$ cat config.mk
export PLATFORM = sky130hd
export DESIGN_NAME = detector_borda_multi
export DESIGN_NICKNAME = d
export VERILOG_FILES = /design/src/rtl/detector_borda_multi.sv
export SDC_FILE = /design/constraint.sdc
export NUM_CORES = 1
export LEC_CHECK = 0
export ABC_AREA = 1
export BUFFER_PORTS_ARGS = -buffer_cell sky130_fd_sc_hd__buf_2
export CORE_MARGIN = 4
export CORE_UTILIZATION = 50
export DETAILED_ROUTE_END_ITERATION = 8
export PLACE_DENSITY_LB_ADDON = 0.3
export SYNTH_ARGS = -nofsm -noshare
export SYNTH_HDL_FRONTEND = slang
export SYNTH_SLANG_ARGS = --single-unit
export TNS_END_PERCENT = 30
$ cat constraint.sdc
create_clock -name clk -period 9.1 [get_ports clk]
set_clock_uncertainty 0.1 [all_clocks]
set_input_delay 1.365 -clock clk [delete_from_list [all_inputs] [get_ports clk]]
set_output_delay 1.365 -clock clk [all_outputs]
set_load 0.02 [all_outputs]
$ cat src/rtl/detector_borda_multi.sv
// Multi-channel edge detector: per-channel synchroniser, glitch filter, mode-qualified edge pulse,
// sticky flag (write-1-to-clear) and saturating event counter.
module detector_borda_multi #(
    parameter int WIDTH         = 8,
    parameter int SYNC_STAGES   = 2,
    parameter int FILTER_CYCLES = 4,
    parameter int CNT_W         = 8
) (
    input  logic                   clk,
    input  logic                   rst,
    input  logic [WIDTH-1:0]       entrada,
    input  logic [1:0]             mode,
    input  logic [WIDTH-1:0]       clear,
    output logic [WIDTH-1:0]       detector,
    output logic [WIDTH-1:0]       sticky,
    output logic [WIDTH*CNT_W-1:0] contagem,
    output logic                   qualquer
);

    localparam int             FW   = (FILTER_CYCLES > 1) ? $clog2(FILTER_CYCLES) : 1;
    localparam logic [FW-1:0]  FMAX = FW'(FILTER_CYCLES - 1);
    localparam logic [CNT_W-1:0] CMAX = '1;

    logic [WIDTH-1:0] sync_q [SYNC_STAGES];
    logic [WIDTH-1:0] s;

    always_ff @(posedge clk or posedge rst) begin
        if (rst) begin
            for (int k = 0; k < SYNC_STAGES; k++) sync_q[k] <= '0;
        end else begin
            sync_q[0] <= entrada;
            for (int k = 1; k < SYNC_STAGES; k++) sync_q[k] <= sync_q[k-1];
        end
    end

    assign s = sync_q[SYNC_STAGES-1];

    genvar g;
    for (g = 0; g < WIDTH; g++) begin : g_ch
        logic [FW-1:0]    fcnt;
        logic             filt;
        logic             upd;
        logic             qual;
        logic             det_q;
        logic             stk_q;
        logic [CNT_W-1:0] cnt;

        assign upd  = (s[g] != filt) && (fcnt == FMAX);
        // The new level of s is the direction of the accepted transition.
        assign qual = upd && (s[g] ? mode[0] : mode[1]);

        always_ff @(posedge clk or posedge rst) begin
            if (rst) begin
                filt <= 1'b0;
                fcnt <= '0;
            end else if (s[g] == filt) begin
                fcnt <= '0;
            end else if (fcnt == FMAX) begin
                filt <= s[g];
                fcnt <= '0;
            end else begin
                fcnt <= fcnt + FW'(1);
            end
        end

        // A qualified event outranks a simultaneous clear so that no event is lost.
        always_ff @(posedge clk or posedge rst) begin
            if (rst) begin
                det_q <= 1'b0;
                stk_q <= 1'b0;
                cnt   <= '0;
            end else begin
                det_q <= qual;
                if (qual) begin
                    stk_q <= 1'b1;
                    if (clear[g])          cnt <= CNT_W'(1);
                    else if (cnt != CMAX)  cnt <= cnt + CNT_W'(1);
                end else if (clear[g]) begin
                    stk_q <= 1'b0;
                    cnt   <= '0;
                end
            end
        end

        assign detector[g]                 = det_q;
        assign sticky[g]                   = stk_q;
        assign contagem[g*CNT_W +: CNT_W]  = cnt;
    end

    assign qualquer = |detector;

endmodule

## Word level (Yosys, flattened, before mapping)

Index checks and enable logic that the tools add are counted.
Widths: inputs -> output; s select.

- Flip-flop bits (word level): 120

- Mux-type cells: 72
- Reduce and logical (&&, ||, !) cells: 49
- Equal/unequal tests: 32
- Add/subtract/negate cells: 16
- Bitwise logic cells: 8

Operators with widths:

| operator | number |
|---|---|
| $mux 8 | 32 |
| $add 8x1->8 const B | 8 |
| $ne 8x8->1 const B | 8 |
| $mux 2 | 16 |
| $reduce_and 2->1 | 16 |
| $reduce_bool 2->1 | 16 |
| $mux 1 | 24 |
| $add 2x1->2 const B | 8 |
| $eq 2x2->1 const B | 8 |
| $logic_and 1x1->1 | 16 |
| $eq 1x1->1 | 8 |
| $ne 1x1->1 | 8 |
| $not 1->1 | 8 |
| $reduce_or 8->1 | 1 |

## Logic depth before layout (Yosys ltp)

- Depth after elaboration: 5
- Mapped depth: 10
- Mapped depth without buffers: 9

## Worst setup path before layout

No wires, ideal clock.

- Kind: in2reg
- From: input port mode[1]
- To: register g_ch[5].cnt[0]
- Setup time: 0.117 ns
- Path buffers: 2
- Slack: 6.792 ns
- Arrival time: 2.090 ns
- Stages: 8
- Cell sequence: buf_4 > o21ai_1 > nor2_4 > nand2_2 > buf_6 > nand2_1 > nand2_1 > nand2_1

- Cells in the longest elaborated chain, start to end: 4
- Elaborated cells on any way between the ends: 5
- Classes of those cells: 2 x mux; 3 x reduce/logical

RTL lines:

| item | RTL line | text |
|---|---|---|
| start, declared | 12 | `input logic [1:0] mode,` |
| $mux 1 (*) | 50 | `assign qual = upd && (s[g] ? mode[0] : mode[1]);` |
| $logic_and 1x1->1 (*) | 50 |  |
| named net g_ch[5].qual | 43 | `logic qual;` |
| $reduce_bool 2->1 (no source line) | - |  |
| $reduce_and 2->1 (no source line) | - |  |
| end signal, assigned | 77 | `else if (cnt != CMAX) cnt <= cnt + CNT_W'(1);` |
| end, declared | 46 | `logic [CNT_W-1:0] cnt;` |

Mark *: on every way through the listed nets, which the timed path passes. The rest lies on a longest branch.
A chain may end at the register's enable or synchronous reset.

## Final worst setup path

- From: register g_ch[1].det_q
- To: output port qualquer

- Cells in the longest elaborated chain, start to end: 1

RTL lines:

| item | RTL line | text |
|---|---|---|
| start, declared | 44 | `logic det_q;` |
| start signal, assigned | 73 | `det_q <= qual;` |
| $reduce_or 8->1 | 90 | `assign qualquer = \|detector;` |
| end, declared | 17 | `output logic qualquer` |

No other way between the ends.

==> flow_summary_export.csv <==
group,metric,value,unit
outcome,outcome,"completed",
yosys,yosysUniqueCellTypes,34,
setup_path,r2r_start,"g_ch[6].cnt[0]$_DFFE_PP0P_",
timing,period_share,33.3,%
job,cap_violations,0,
timing,max_freq,0.330,GHz
grt,grt_max_degree,62,
cts,post_cts_buffers,0,
setup_path,worst_setup_path_end_kind,"primary output",
cts,cts_resized,0,
power,p_leak,0.00408,uW
worst_hold_path,hp-start,"sync_q[8]$_DFF_PP0_",
timing,hold_viol_final,0,
detailed_routing,vias_per_cell,5.00,
cts,clk_pin_slew,0.05,ns
yosys,synth-edff-count,0,
cts,cts_buffers,17,
detailed_routing,ant_nets,0,
setup_path,path_class,"flop to primary output",
grt,grt_pass1_wl,21100,microns
worst_hold_path,hold_class,"flop to flop",
cts,clock_sinks,120,
yosys,postSynthNetCount,798,
floorplan,num_rows,40,
cts,cts_root_buffer,"clkbuf_16",
setup_path,crit_arrival,1.57,ns
power,power_density,204,nW/um^2
yosys,post_synth.cell_area_avg,8.04,sq um
detailed_routing,vias,5088,
yosys,ys_seq_elements,120,
grt,grt_pass1_vias,4612,
timing,maxSlewHeadroom,50.3,%
timing,finalMaxSlewViolations,0,
grt,grt_remaining_overflow,0,
detailed_routing,drt_iter0_markers,360,
finish,area_growth,18.2,%
timing,worst_pin_slew,0.745,ns
detailed_routing,drt-total-wl,12300,microns
detailed_routing,wl_per_cell,12.1,microns
setup_path,path_max_fanout,2,
cts,htreeDepth,4,
yosys,synth_top_cell_by_area,"dfrtp_1",
timing,grt_setup_unrepaired,"no",
cts,clockBufferDepth,2,
cts,hold_buffers,0,
yosys,yosys_warnings,0,
cts,clk_latency,0.40,ns
finish,diodes,0,
detailed_routing,first_pass_iters,5,
yosys,syn_area,6130,sq um
power,ir_worst_vdd,0.000131,V
yosys,synth_seq_area_share,49.0,%
floorplan,die_w,119,microns
place,dp_hpwl,8620,microns
place,place_congestion,0.848,
floorplan,dieArea,14100,sq um
yosys,yosysMostFrequentCell,"nand2_1",
finish,final_cells,1018,
timing,finalSetupViolCount,0,
setup_path,cp-start-kind,"flop",
grt,grt.total_usage,17.9,%
yosys,synth_ff_type,"dfrtp_1",
timing,tns,0,ns
floorplan,io_pins,101,
setup_path,crit_required,7.64,ns
yosys,syn_inst,762,
floorplan,core,12000,sq um
setup_path,cp-startpoint,"g_ch[1].det_q$_DFF_PP0_",
yosys,async_flop_share,100,%
detailed_routing,drc,0,
timing,min_period,3.03,ns
place,io_buffers,100,
cts,cts_tree,"built",
floorplan,start_util,51.0,%
place,place_inst,987,
grt,antenna_found_initial,0,
floorplan,fp.dieH,119,microns
yosys,yosys-top-cells-area,"dfrtp_1 (49%), nand2_1 (15%), nand3_1 (7.7%)",
finish,layout.nets,895,
finish,drive_above_1_share,18.9,%
yosys,synth_top_area_share,49.0,%
yosys,synthTopCellsByCount,"nand2_1 (248), dfrtp_1 (120), nand3_1 (94), inv_1 (85), nor2_1 (38)",
sequential cells by signal, indices dropped and copies added (netlist names):
name,flops
g_ch.det_q,8
g_ch.filt,8
g_ch.stk_q,8
g_ch.cnt,64
g_ch.fcnt,16
sync_q,8
s,8
kinds of logic after synthesis:
group | Yosys count | share of synthesized area, %
and+or+nand+nor | 447 | 32.7
AOI/OAI and AO/OA | 50 | 4.63
xor gates and xnor gates | 15 | 2.14
adders and majority gates | 16 | 3.27
DFF | 120 | 49.0
buffers and inverters | 114 | 8.31
metal layers:
layer | wire length (microns) | GRT usage (%)
met4 | 78 | 4.63
met3 | 617 | 4.40
met5 | 0 | 0
met2 | 5600 | 27.9
met1 | 5990 | 25.3
cell type report:
class / instances / area (sq um)
Clock inverter: 7 / 92.6
Inverter: 91 / 347
Fill cell: 1076 / 4770
Sequential cell: 120 / 3000
Multi-Input combinational cell: 528 / 2620
Timing Repair Buffer: 101 / 508
Tap cell: 147 / 184
Clock buffer: 24 / 492
report_power, final:
| part | switching, uW | internal, uW |
|---|---|---|
| registers | 38.2 | 593 |
| clock network | 222 | 429 |
| logic | 127 | 68.2 |
cells in the final DEF, fill, tap and decap left out, drive strengths merged, types with 6 or more instances in the layout:
| cell type | netlist | routed |
|---|---|---|
| or2 | 6 | 6 |
| ha | 16 | 16 |
| nand4 | 16 | 16 |
| inv | 88 | 88 |
| nand3b | 7 | 7 |
| clkbuf | 2 | 24 |
| xor2 | 9 | 9 |
| nor3 | 12 | 12 |
| buf | 21 | 101 |
| o21ai | 33 | 33 |
| nand3 | 97 | 97 |
| dfrtp | 120 | 120 |
| nand2 | 257 | 257 |
| o21bai | 8 | 8 |
| xnor2 | 6 | 6 |
| nor2 | 50 | 50 |
final timing paths:
check                                             end  slack [ns]  depth (start not counted)
min reg2reg                            s[0]$_DFF_PP0_        0.25                          0
max                                          qualquer        6.07                          3
min in group asynchronous  g_ch[2].cnt[6]$_DFFE_PP0P_        0.97                          2
max reg2reg                g_ch[6].cnt[0]$_DFFE_PP0P_        7.39                          8
min                                    s[0]$_DFF_PP0_        0.25                          0
max in group asynchronous  g_ch[4].cnt[1]$_DFFE_PP0P_        6.71                          3
critical path, stage by stage (launching register included):
cell     delay [ns]
dfrtp_1        0.38
nor4_1         0.50
nand2_1        0.10
buf_2          0.17
per-stage QoR:
stage	utilization, %	hold slack [ns]	instance area [sq um]	setup slack, ns	power (uW)
finish	60.3	0.246	7240	6.07	1480
global route	60.3	0.251	7240	5.99	1560
CTS	60.3	0.248	7240	6.09	1490
detailed placement	55.4	0.236	6660	6.16	836
global placement	55.4	0.232	6660	6.17	829
floorplan	-	0.231	6130	4.45	791
Power figures use the tool's default switching activity.
